<file path="config.mk">
export PLATFORM = sky130hd
export DESIGN_NAME = reg_write_arbiter
export DESIGN_NICKNAME = d
export VERILOG_FILES = /design/src/rtl/reg_write_arbiter.sv
export SDC_FILE = /design/constraint.sdc
export NUM_CORES = 1
export LEC_CHECK = 0
export CAP_MARGIN = 20
export CORE_MARGIN = 5
export CORE_UTILIZATION = 35
export DETAILED_ROUTE_END_ITERATION = 8
export PLACE_DENSITY = 0.55
export SETUP_SLACK_MARGIN = 0.02
export SLEW_MARGIN = 10
export SYNTH_ARGS = -nofsm -noshare
export SYNTH_HDL_FRONTEND = slang
export SYNTH_SLANG_ARGS = --single-unit
</file>
<file path="constraint.sdc">
create_clock -name clk -period 5.8 [get_ports clk]
set_input_delay 1.16 -clock clk [delete_from_list [all_inputs] [get_ports clk]]
set_output_delay 1.16 -clock clk [all_outputs]
set_load 0.05 [all_outputs]
</file>
<file path="src/rtl/reg_write_arbiter.sv">
// rtl/reg_write_arbiter.sv - two-requester buffered register-file write arbiter with pending-write query
module reg_write_arbiter #(
    parameter int DATA_W     = 32,
    parameter int ADDR_W     = 5,
    parameter int FIFO_DEPTH = 2,
    parameter bit DROP_ZERO  = 1'b1
) (
    input  logic              clk,
    input  logic              rst_n,
    input  logic              a_valid,
    output logic              a_ready,
    input  logic [ADDR_W-1:0] a_addr,
    input  logic [DATA_W-1:0] a_data,
    input  logic              b_valid,
    output logic              b_ready,
    input  logic [ADDR_W-1:0] b_addr,
    input  logic [DATA_W-1:0] b_data,
    output logic              RegWrite,
    output logic [ADDR_W-1:0] AW,
    output logic [DATA_W-1:0] WriteData,
    input  logic [ADDR_W-1:0] q_addr1,
    input  logic [ADDR_W-1:0] q_addr2,
    output logic              q_hit1,
    output logic              q_hit2,
    output logic              idle
);

    localparam int PTR_W = $clog2(FIFO_DEPTH);
    localparam int CNT_W = PTR_W + 1;
    localparam logic [CNT_W-1:0] FULL_CNT = CNT_W'(FIFO_DEPTH);

    // Index 0 is requester A (ALU), index 1 is requester B (load).
    logic [ADDR_W-1:0] addr_q [2][FIFO_DEPTH];
    logic [ADDR_W-1:0] addr_d [2][FIFO_DEPTH];
    logic [DATA_W-1:0] data_q [2][FIFO_DEPTH];
    logic [DATA_W-1:0] data_d [2][FIFO_DEPTH];
    logic [PTR_W-1:0]  wr_ptr_q [2];
    logic [PTR_W-1:0]  wr_ptr_d [2];
    logic [PTR_W-1:0]  rd_ptr_q [2];
    logic [PTR_W-1:0]  rd_ptr_d [2];
    logic [CNT_W-1:0]  count_q [2];
    logic [CNT_W-1:0]  count_d [2];
    logic              reg_write_q, reg_write_d;
    logic [ADDR_W-1:0] aw_q, aw_d;
    logic [DATA_W-1:0] wd_q, wd_d;
    logic              last_grant_b_q, last_grant_b_d;

    logic              entry_vld [2][FIFO_DEPTH];
    logic [ADDR_W-1:0] in_addr [2];
    logic [DATA_W-1:0] in_data [2];
    logic [PTR_W-1:0]  ofs;
    logic              a_in_b, b_in_a, a_rdy, b_rdy, hit1, hit2;
    logic [1:0]        push, grant, nonempty;

    // Occupancy, WAW blocking, ready, arbitration and pending-write query.
    always_comb begin
        in_addr[0] = a_addr;
        in_addr[1] = b_addr;
        in_data[0] = a_data;
        in_data[1] = b_data;
        ofs        = '0;
        a_in_b     = 1'b0;
        b_in_a     = 1'b0;
        hit1       = 1'b0;
        hit2       = 1'b0;
        for (int r = 0; r < 2; r++) begin
            nonempty[r] = (count_q[r] != '0);
            for (int i = 0; i < FIFO_DEPTH; i++) begin
                // An entry is live when its distance from the head is below the count.
                ofs             = PTR_W'(i) - rd_ptr_q[r];
                entry_vld[r][i] = ({1'b0, ofs} < count_q[r]);
                if (entry_vld[r][i]) begin
                    if (r == 1 && addr_q[r][i] == a_addr) a_in_b = 1'b1;
                    if (r == 0 && addr_q[r][i] == b_addr) b_in_a = 1'b1;
                    if (addr_q[r][i] == q_addr1) hit1 = 1'b1;
                    if (addr_q[r][i] == q_addr2) hit2 = 1'b1;
                end
            end
        end
        if (reg_write_q && aw_q == q_addr1) hit1 = 1'b1;
        if (reg_write_q && aw_q == q_addr2) hit2 = 1'b1;
        if (DROP_ZERO && q_addr1 == '0) hit1 = 1'b0;
        if (DROP_ZERO && q_addr2 == '0) hit2 = 1'b0;
        q_hit1 = rst_n && hit1;
        q_hit2 = rst_n && hit2;

        // A wins a same-cycle tie on the same address; B waits for it to drain.
        a_rdy = rst_n && (count_q[0] != FULL_CNT) && !a_in_b;
        b_rdy = rst_n && (count_q[1] != FULL_CNT) && !b_in_a
                && !(a_valid && a_rdy && a_addr == b_addr);
        a_ready = a_rdy;
        b_ready = b_rdy;
        push[0] = a_valid && a_rdy && !(DROP_ZERO && a_addr == '0);
        push[1] = b_valid && b_rdy && !(DROP_ZERO && b_addr == '0);

        grant[0] = nonempty[0] && (!nonempty[1] || last_grant_b_q);
        grant[1] = nonempty[1] && !grant[0];

        idle = !nonempty[0] && !nonempty[1] && !reg_write_q;
    end

    // FIFO pointer/storage updates and registered write-port outputs.
    always_comb begin
        addr_d         = addr_q;
        data_d         = data_q;
        wr_ptr_d       = wr_ptr_q;
        rd_ptr_d       = rd_ptr_q;
        count_d        = count_q;
        last_grant_b_d = last_grant_b_q;
        reg_write_d    = grant[0] || grant[1];
        aw_d           = aw_q;
        wd_d           = wd_q;
        for (int r = 0; r < 2; r++) begin
            if (push[r]) begin
                addr_d[r][wr_ptr_q[r]] = in_addr[r];
                data_d[r][wr_ptr_q[r]] = in_data[r];
                wr_ptr_d[r]            = wr_ptr_q[r] + PTR_W'(1);
            end
            if (grant[r]) begin
                rd_ptr_d[r] = rd_ptr_q[r] + PTR_W'(1);
            end
            count_d[r] = count_q[r] + CNT_W'(push[r]) - CNT_W'(grant[r]);
        end
        if (grant[0]) begin
            aw_d           = addr_q[0][rd_ptr_q[0]];
            wd_d           = data_q[0][rd_ptr_q[0]];
            last_grant_b_d = 1'b0;
        end else if (grant[1]) begin
            aw_d           = addr_q[1][rd_ptr_q[1]];
            wd_d           = data_q[1][rd_ptr_q[1]];
            last_grant_b_d = 1'b1;
        end
    end

    // Control state with synchronous reset; last grant starts at B so A wins first.
    always_ff @(posedge clk) begin
        if (!rst_n) begin
            for (int r = 0; r < 2; r++) begin
                wr_ptr_q[r] <= '0;
                rd_ptr_q[r] <= '0;
                count_q[r]  <= '0;
            end
            reg_write_q    <= 1'b0;
            aw_q           <= '0;
            wd_q           <= '0;
            last_grant_b_q <= 1'b1;
        end else begin
            wr_ptr_q       <= wr_ptr_d;
            rd_ptr_q       <= rd_ptr_d;
            count_q        <= count_d;
            reg_write_q    <= reg_write_d;
            aw_q           <= aw_d;
            wd_q           <= wd_d;
            last_grant_b_q <= last_grant_b_d;
        end
    end

    // Entry storage needs no reset: emptied pointers make stale contents invisible.
    always_ff @(posedge clk) begin
        addr_q <= addr_d;
        data_q <= data_d;
    end

    assign RegWrite  = reg_write_q;
    assign AW        = aw_q;
    assign WriteData = wd_q;

endmodule
</file>
==> results.txt, run 1 <==
----------------------------------------------------
[Outcome]
  Result of the run ... complete, no violations

[Timing]
  Time the worst path needs with I/O delays and setup ... 4.92 ns
  Setup TNS ... 0 ns
  Final worst-path cycle share ... 84.8%
  Fmax ... 203 MHz
  Slew HR ... 42.5%
  Final Hold Fails ... 0
  Worst Tran Pin Value ... 0.863 ns
  Slew Viols, Final ... 0
  Unrepaired setup endpoints after global routing ... no
  Final number of setup-violating endpoints ... 0
  Layout Skew ... 0.0121 ns
  Final Hold Slack ... 0.516 ns

[CTS]
  Hold-fix buffers at CTS ... 0
  Number of buffers on the longest clock path ... 2
  CTS tree ... built
  Maximum level of the CTS H-tree ... 4
  Buffers inserted by post-CTS timing repair ... 0
  Resize count post-CTS ... 0
  Clock network latency to the later pin of the worst-skew pair ... 0.43 ns
  Clock transition at the registers of the reported paths ... 0.07 ns
  Clock sink count ... 195
  Clock root cell ... clkbuf_16
  Number of buffers added by the clock tree synthesis step ... 17

[Floorplanning]
  Core box area ... 23600 um^2
  Standard-cell row count ... 56
  Horizontal die dimension ... 165 um
  Starting density of the core ... 35.7%
  Count of boundary I/O pins ... 131
  Die height ... 165 um
  Die Area ... 27300 um^2

[Routing]
  Number of DRC violations after detailed routing ... 0
  Via-to-Cell Ratio ... 4.97
  Post-detailed-route wirelength per cell ... 20.4 um
  Post-DRT Antenna Nets ... 0
  Number of optimization iterations in the first detailed-route pass ... 4
  Count of vias placed by the detailed router ... 5338
  Initial detailed-routing violation count ... 226
  Aggregate routed wire length ... 21900 um

[Layout]
  Share of layout cells above drive strength 1 ... 7.41%
  Leading cell type in the layout, fill and taps excluded ... edfxtp_1
  Layout overhead on the synthesized area ... 26.2%
  Diode count ... 0
  Final Net Count ... 835
  Leading cell types in the layout, fill and taps excluded ... edfxtp_1 (148), clkdlybuf4s50_1 (129), nor2b_1 (76), a211oi_1 (74), xor2_1 (50)
  Number of filler instances in the final layout ... 2185
  Share of the core filled with cells in the final layout ... 45.0%
  Fin cells ... 1075
  Area of all placed cells without fillers ... 10600 um^2

[Yosys]
  Post-Synth Simple-Gate Area ... 9.33%
  YS warnings ... 0
  Combinational family with the most area after synthesis ... compound AO/OA/AOI/OAI gates
  Cell accounting for the most synthesized area ... edfxtp_1
  Share of the yosys chip area belonging to registers ... 63.9%
  Count of cell types in the netlist ... 35
  Cell count after synthesis ... 628
  Total standard cell area after synthesis ... 8420 um^2
  Number of flops mapped to enable cells by yosys ... 148
  Total nets after synthesis ... 720
  Main flop type after synthesis ... edfxtp_1
  Post-synthesis compound-gate area fraction ... 10.4%
  Multiplexer share of the synthesized area ... 4.63%
  #FFs+latches synth ... 195
  Post-Synth XOR/XNOR Area ... 8.42%
  Area fraction of the dominant cell type after synthesis ... 52.8%
  Share of synthesized registers carrying an async set or reset ... 0%
  Post-synthesis area per instance ... 13.4 um^2
  Top area cells in the synthesized netlist ... edfxtp_1 (53%), dfxtp_1 (11%), a211oi_1 (6.6%)
  Adder-cell share of the synthesized area ... 0.594%

[Place]
  GP Congestion ... 0.904
  I/O Buffers ... 130
  Area after DPL ... 10000 um^2
  HPWL after detailed placement ... 14900 um
  Placed cell count ... 1043

[Power and ir drop]
  Worst supply voltage drop on vdd ... 0.324 mV
  Leak ... 3.46 nW
  Power density relative to cell area ... 497 nW/um^2

[Global route]
  Global-route wire length before repair ... 33300 um
  All-layer global routing usage ... 16.4%
  Number of antenna violations at the first check in global routing ... 1
  Total congestion overflow after global routing ... 0
  Maximum number of pins on one net before global-route repair ... 76
  Via count of the first global-routing pass ... 5699

[Critical path]
  Category of the worst setup path launch point ... input port
  Sort of element at the end of the critical path ... output pin
  Setup Crit Path Kind ... input port to output pin
  Data required time at the worst endpoint ... 4.64 ns
  Worst-path maximum fanout ... 6
  Crit path arrival time ... 3.76 ns

[Run]
  Max capacitance violation total ... 0

[Min path]
  Worst Hold Class ... register to register

----------------------------------------------------
-- cell families after synthesis --
group           Yosys count
xor+xnor                 81
simple gates            128
buf+inv                  52
fa+ha+maj                 4
mux                      39
compound gates          129
flops                   195
-- metal layers --
| metal | up-vias | share of wire, % | global-route usage [%] |
|---|---|---|---|
| met4 | 2 | 1.1 | 4.12 |
| li1 | 2558 | - | - |
| met1 | 2606 | 45 | 21.5 |
| met2 | 154 | 48 | 27.1 |
| met5 | - | 0.059 | 0 |
| met3 | 18 | 6.4 | 4.47 |
-- flip-flops by register name, summed over array words and instances (netlist names) --
signal and count:
RegWrite 1, data_q 128, AW 5, count_q 4, wr_ptr_q 2, addr_q 20
WriteData 32, rd_ptr_q 2, last_grant_b_q 1
-- final cells by class --
cell class / instances / area (um^2) / share of cell area [%]
timing repair buffer: 140 / 1370 / 12.9
sequential: 195 / 5390 / 50.7
clock inverter: 13 / 143 / 1.34
tap: 319 / 399 / 3.76
clock buffer: 19 / 443 / 4.17
multi-input combinational: 381 / 2850 / 26.9
inverter: 8 / 30.0 / 0.283
-- stage by stage --
stage                     setup slack, ns  total power [mW]
after floorplan                      1.57              3.47
after global placement              0.912              4.15
after detailed placement            0.886              4.18
after CTS                           0.884              5.35
after global routing                0.758              5.59
final                               0.884              5.28
-- where the power goes --
| part | leakage, nW | internal [mW] | switching (mW) |
|---|---|---|---|
| registers | 1.74 | 1.75 | 0.243 |
| clock network | 0.291 | 0.622 | 0.543 |
| logic | 1.42 | 0.764 | 1.35 |
-- cells in the mapped netlist (4+ instances only) --
cell type	number
a211oi_1	74
mux2i_1	39
nor2b_1	76
nand3_1	4
xor2_1	50
nor2_1	6
inv_1	7
buf_2	20
a21oi_1	41
nor4_1	8
dfxtp_1	47
clkbuf_1	20
nor3_1	7
xnor2_1	31
edfxtp_1	148
and2_1	8
or4_1	8
ha_1	4
a31oi_1	6
-- critical path, cell delays in order --
cell,delay (ns)
clkdlybuf4s50_1,0.60
xor2_1,0.22
or4_1,0.53
nor3_1,0.15
a31oi_1,0.07
a31oi_1,0.20
clkdlybuf4s50_1,0.83
-- final timing paths --
path | slack, ns | startpoint | cells after the start | endpoint
setup / recovery | 0.88 | q_addr2[3] | 7 | q_hit2
hold / removal | 0.52 | WriteData[24] | 2 | WriteData[24]
setup reg to reg | 2.36 | rd_ptr_q[0] | 7 | data_q[77]
hold reg to reg | 0.52 | WriteData[24] | 2 | WriteData[24]
Note: power is estimated with default switching activity, not from simulation.
==> inputs of run 2 (changes only) <==
--- a/config.mk
+++ b/config.mk
@@ -9,7 +9,7 @@
 export CORE_MARGIN = 5
 export CORE_UTILIZATION = 35
 export DETAILED_ROUTE_END_ITERATION = 8
-export PLACE_DENSITY = 0.55
+export PLACE_DENSITY = 0.57
 export SETUP_SLACK_MARGIN = 0.02
 export SLEW_MARGIN = 10
 export SYNTH_ARGS = -nofsm -noshare
==> constraint.sdc (replaced) <==
create_clock -name clk -period 3.95 [get_ports clk]
set_input_delay 0.79 -clock clk [delete_from_list [all_inputs] [get_ports clk]]
set_output_delay 0.79 -clock clk [all_outputs]
set_load 0.05 [all_outputs]
==> run 2 against run 1 <==
Net effect:
- clock skew is 0.0065 ns higher
- critical path depth unchanged
- cell count increased by 0.37%
- worst hold slack worse by 0.0018 ns
- total power up 49%
- worst setup slack lost 0.51 ns
- first-iteration DRC count rose by 55%
- sequential power up 42%
==> results.txt, run 2 (same netlist as run 1, synthesis figures left out) <==
----------------------------------------------------
[Power and ir drop]
  Worst supply voltage drop on vdd ... 0.487 mV (was 0.324 mV)
  Share of power burned in registers ... 36.1% (was 37.8%)
  Overall power ... 7.84 mW (was 5.28 mW)
  Clock network fraction of design power ... 22.7% (was 22.1%)
  Power density relative to cell area ... 731 nW/um^2 (was 497 nW/um^2)
  Internal power ... 4.69 mW (was 3.14 mW)
  Combinational group share of total power ... 41.2% (was 40.1%)
  Net switching power figure ... 3.15 mW (was 2.14 mW)
  Leak ... 3.51 nW (was 3.46 nW)
  Switching Share ... 40.2% (was 40.5%)

[Timing]
  Final Hold Fails ... 0 (unchanged)
  Final number of setup-violating endpoints ... 0 (unchanged)
  Fmax ... 279 MHz
  Layout Skew ... 0.0186 ns (was 0.0121 ns)
  Time the worst path needs with I/O delays and setup ... 3.58 ns
  Setup WS post-layout ... 0.370 ns (was 0.884 ns)
  Setup TNS ... 0 ns (unchanged)
  Slew HR ... 42.9% (was 42.5%)
  Unrepaired setup endpoints after global routing ... no (unchanged)
  Worst Tran Pin Value ... 0.856 ns (was 0.863 ns)
  Slew Viols, Final ... 0 (unchanged)
  Final Hold Slack ... 0.515 ns (was 0.516 ns)
  Final worst-path cycle share ... 90.6%

[Layout]
  Area taken by flip-flops and latches ... 5390 um^2 (unchanged)
  Leading cell types in the layout, fill and taps excluded ... edfxtp_1 (148), clkdlybuf4s50_1 (125), nor2b_1 (76), a211oi_1 (74), xor2_1 (50) (was edfxtp_1 (148), clkdlybuf4s50_1 (129), nor2b_1 (76), a211oi_1 (74), xor2_1 (50))
  Layout overhead on the synthesized area ... 27.4% (was 26.2%)
  Share of the core filled with cells in the final layout ... 45.4% (was 45.0%)
  Largest register FFs ... 128 (unchanged)
  Top register by number of flip-flops ... data_q (unchanged)
  Number of filler instances in the final layout ... 2158 (was 2185)
  Diode count ... 0 (unchanged)
  Multi-input combinational cell area ... 2850 um^2 (unchanged)
  Final Net Count ... 839 (was 835)
  Share of layout cells above drive strength 1 ... 8.55% (was 7.41%)
  Leading cell type in the layout, fill and taps excluded ... edfxtp_1 (unchanged)

[CTS]
  Hold-fix buffers at CTS ... 0 (unchanged)
  Clock root cell ... clkbuf_16 (unchanged)
  Clock transition at the registers of the reported paths ... 0.07 ns (about the same)
  Buffers inserted by post-CTS timing repair ... 0 (unchanged)
  Maximum level of the CTS H-tree ... 4 (unchanged)
  Number of buffers on the longest clock path ... 2 (unchanged)
  Clock sink count ... 195 (unchanged)
  Resize count post-CTS ... 0 (unchanged)
  Number of buffers added by the clock tree synthesis step ... 17 (unchanged)
  CTS tree ... built (unchanged)
  Clock network latency to the later pin of the worst-skew pair ... 0.43 ns (about the same)

[Place]
  HPWL after detailed placement ... 14200 um (was 14900 um)
  GP Congestion ... 0.872 (was 0.904)
  Pre-CTS setup slack ... 0.400 ns (was 0.886 ns)
  I/O Buffers ... 130 (unchanged)

[Critical path]
  Crit path arrival time ... 2.79 ns (was 3.76 ns)
  Data required time at the worst endpoint ... 3.16 ns (was 4.64 ns)
  Sort of element at the end of the critical path ... output pin (unchanged)
  Worst-path maximum fanout ... 6 (unchanged)
  Setup Crit Path Kind ... input port to output pin (unchanged)
  Category of the worst setup path launch point ... input port (unchanged)

[Floorplanning]
  Core box area ... 23600 um^2 (unchanged)
  Die Area ... 27300 um^2 (unchanged)
  Standard-cell row count ... 56 (unchanged)
  Horizontal die dimension ... 165 um (unchanged)
  Starting density of the core ... 35.7% (unchanged)
  Die height ... 165 um (unchanged)
  Count of boundary I/O pins ... 131 (unchanged)

[Routing]
  Via-to-Cell Ratio ... 5.04 (was 4.97)
  Post-DRT Antenna Nets ... 0 (unchanged)
  Number of DRC violations after detailed routing ... 0 (unchanged)
  Aggregate routed wire length ... 21300 um (was 21900 um)
  Post-detailed-route wirelength per cell ... 19.8 um (was 20.4 um)
  Initial detailed-routing violation count ... 350 (was 226)
  Count of vias placed by the detailed router ... 5440 (was 5338)
  Number of optimization iterations in the first detailed-route pass ... 5 (was 4)

[Run]
  Max capacitance violation total ... 0 (unchanged)

[Outcome]
  Result of the run ... complete, no violations (unchanged)

[Global route]
  Maximum number of pins on one net before global-route repair ... 76 (unchanged)
  Total congestion overflow after global routing ... 0 (unchanged)
  Via count of the first global-routing pass ... 5726 (was 5699)
  Global-route wire length before repair ... 32600 um (was 33300 um)
  Number of antenna violations at the first check in global routing ... 0 (was 1)
  All-layer global routing usage ... 15.9% (was 16.4%)

[Min path]
  Worst Hold Class ... register to register (unchanged)

----------------------------------------------------
==> run 2: final cells by class <==
class | count | area share [%]
Timing Repair Buffer | 144 | 13.4
Tap cell | 319 | 3.72
Multi-Input combinational cell | 381 | 26.6
Inverter | 8 | 0.280
Sequential cell | 195 | 50.2
Clock inverter | 15 | 1.80
Clock buffer | 17 | 3.96
==> run 2: metrics by stage <==
stage | cell area, um^2 | cells
floorplan | 8420 | 628
global placement | 10100 | 1047
detailed placement | 10100 | 1047
CTS | 10700 | 1079
global route | 10700 | 1079
finish | 10700 | 1079
==> run 2: per-layer routing <==
layer  vias up  global-route usage [%]  routed length (um)
li1       2570                       -                   -
met1      2684                    20.6                9520
met2       160                    26.6               10300
met3        26                    3.95                1170
met4         0                    4.35                 306
met5         -                       0                   0
==> run 2: critical path: stages <==
cell	delay, ns
clkdlybuf4s50_1	0.58
xor2_1	0.21
or4_1	0.52
nor3_1	0.17
a31oi_1	0.06
a31oi_1	0.29
buf_12	0.18
==> run 2: path summary, 6_finish.rpt <==
path / depth (start not counted) / to / slack, ns / from
worst max-delay path: 7 / q_hit2 / 0.37 / q_addr2[4]
worst min-delay path: 2 / WriteData[5] / 0.51 / WriteData[5]
worst max register to register: 11 / count_q[3] / 1.30 / count_q[0]
worst min register to register: 2 / WriteData[5] / 0.51 / WriteData[5]
==> run 2: power groups by stage <==
stage               clock [mW]  sequential (mW)  combinational, mW
finish                    1.78             2.83               3.23
CTS                       1.81             2.84               3.28
global route              1.91             2.87               3.49
floorplan                    0             3.42               1.67
detailed placement           0             2.88               3.27
global placement             0             2.87               3.22
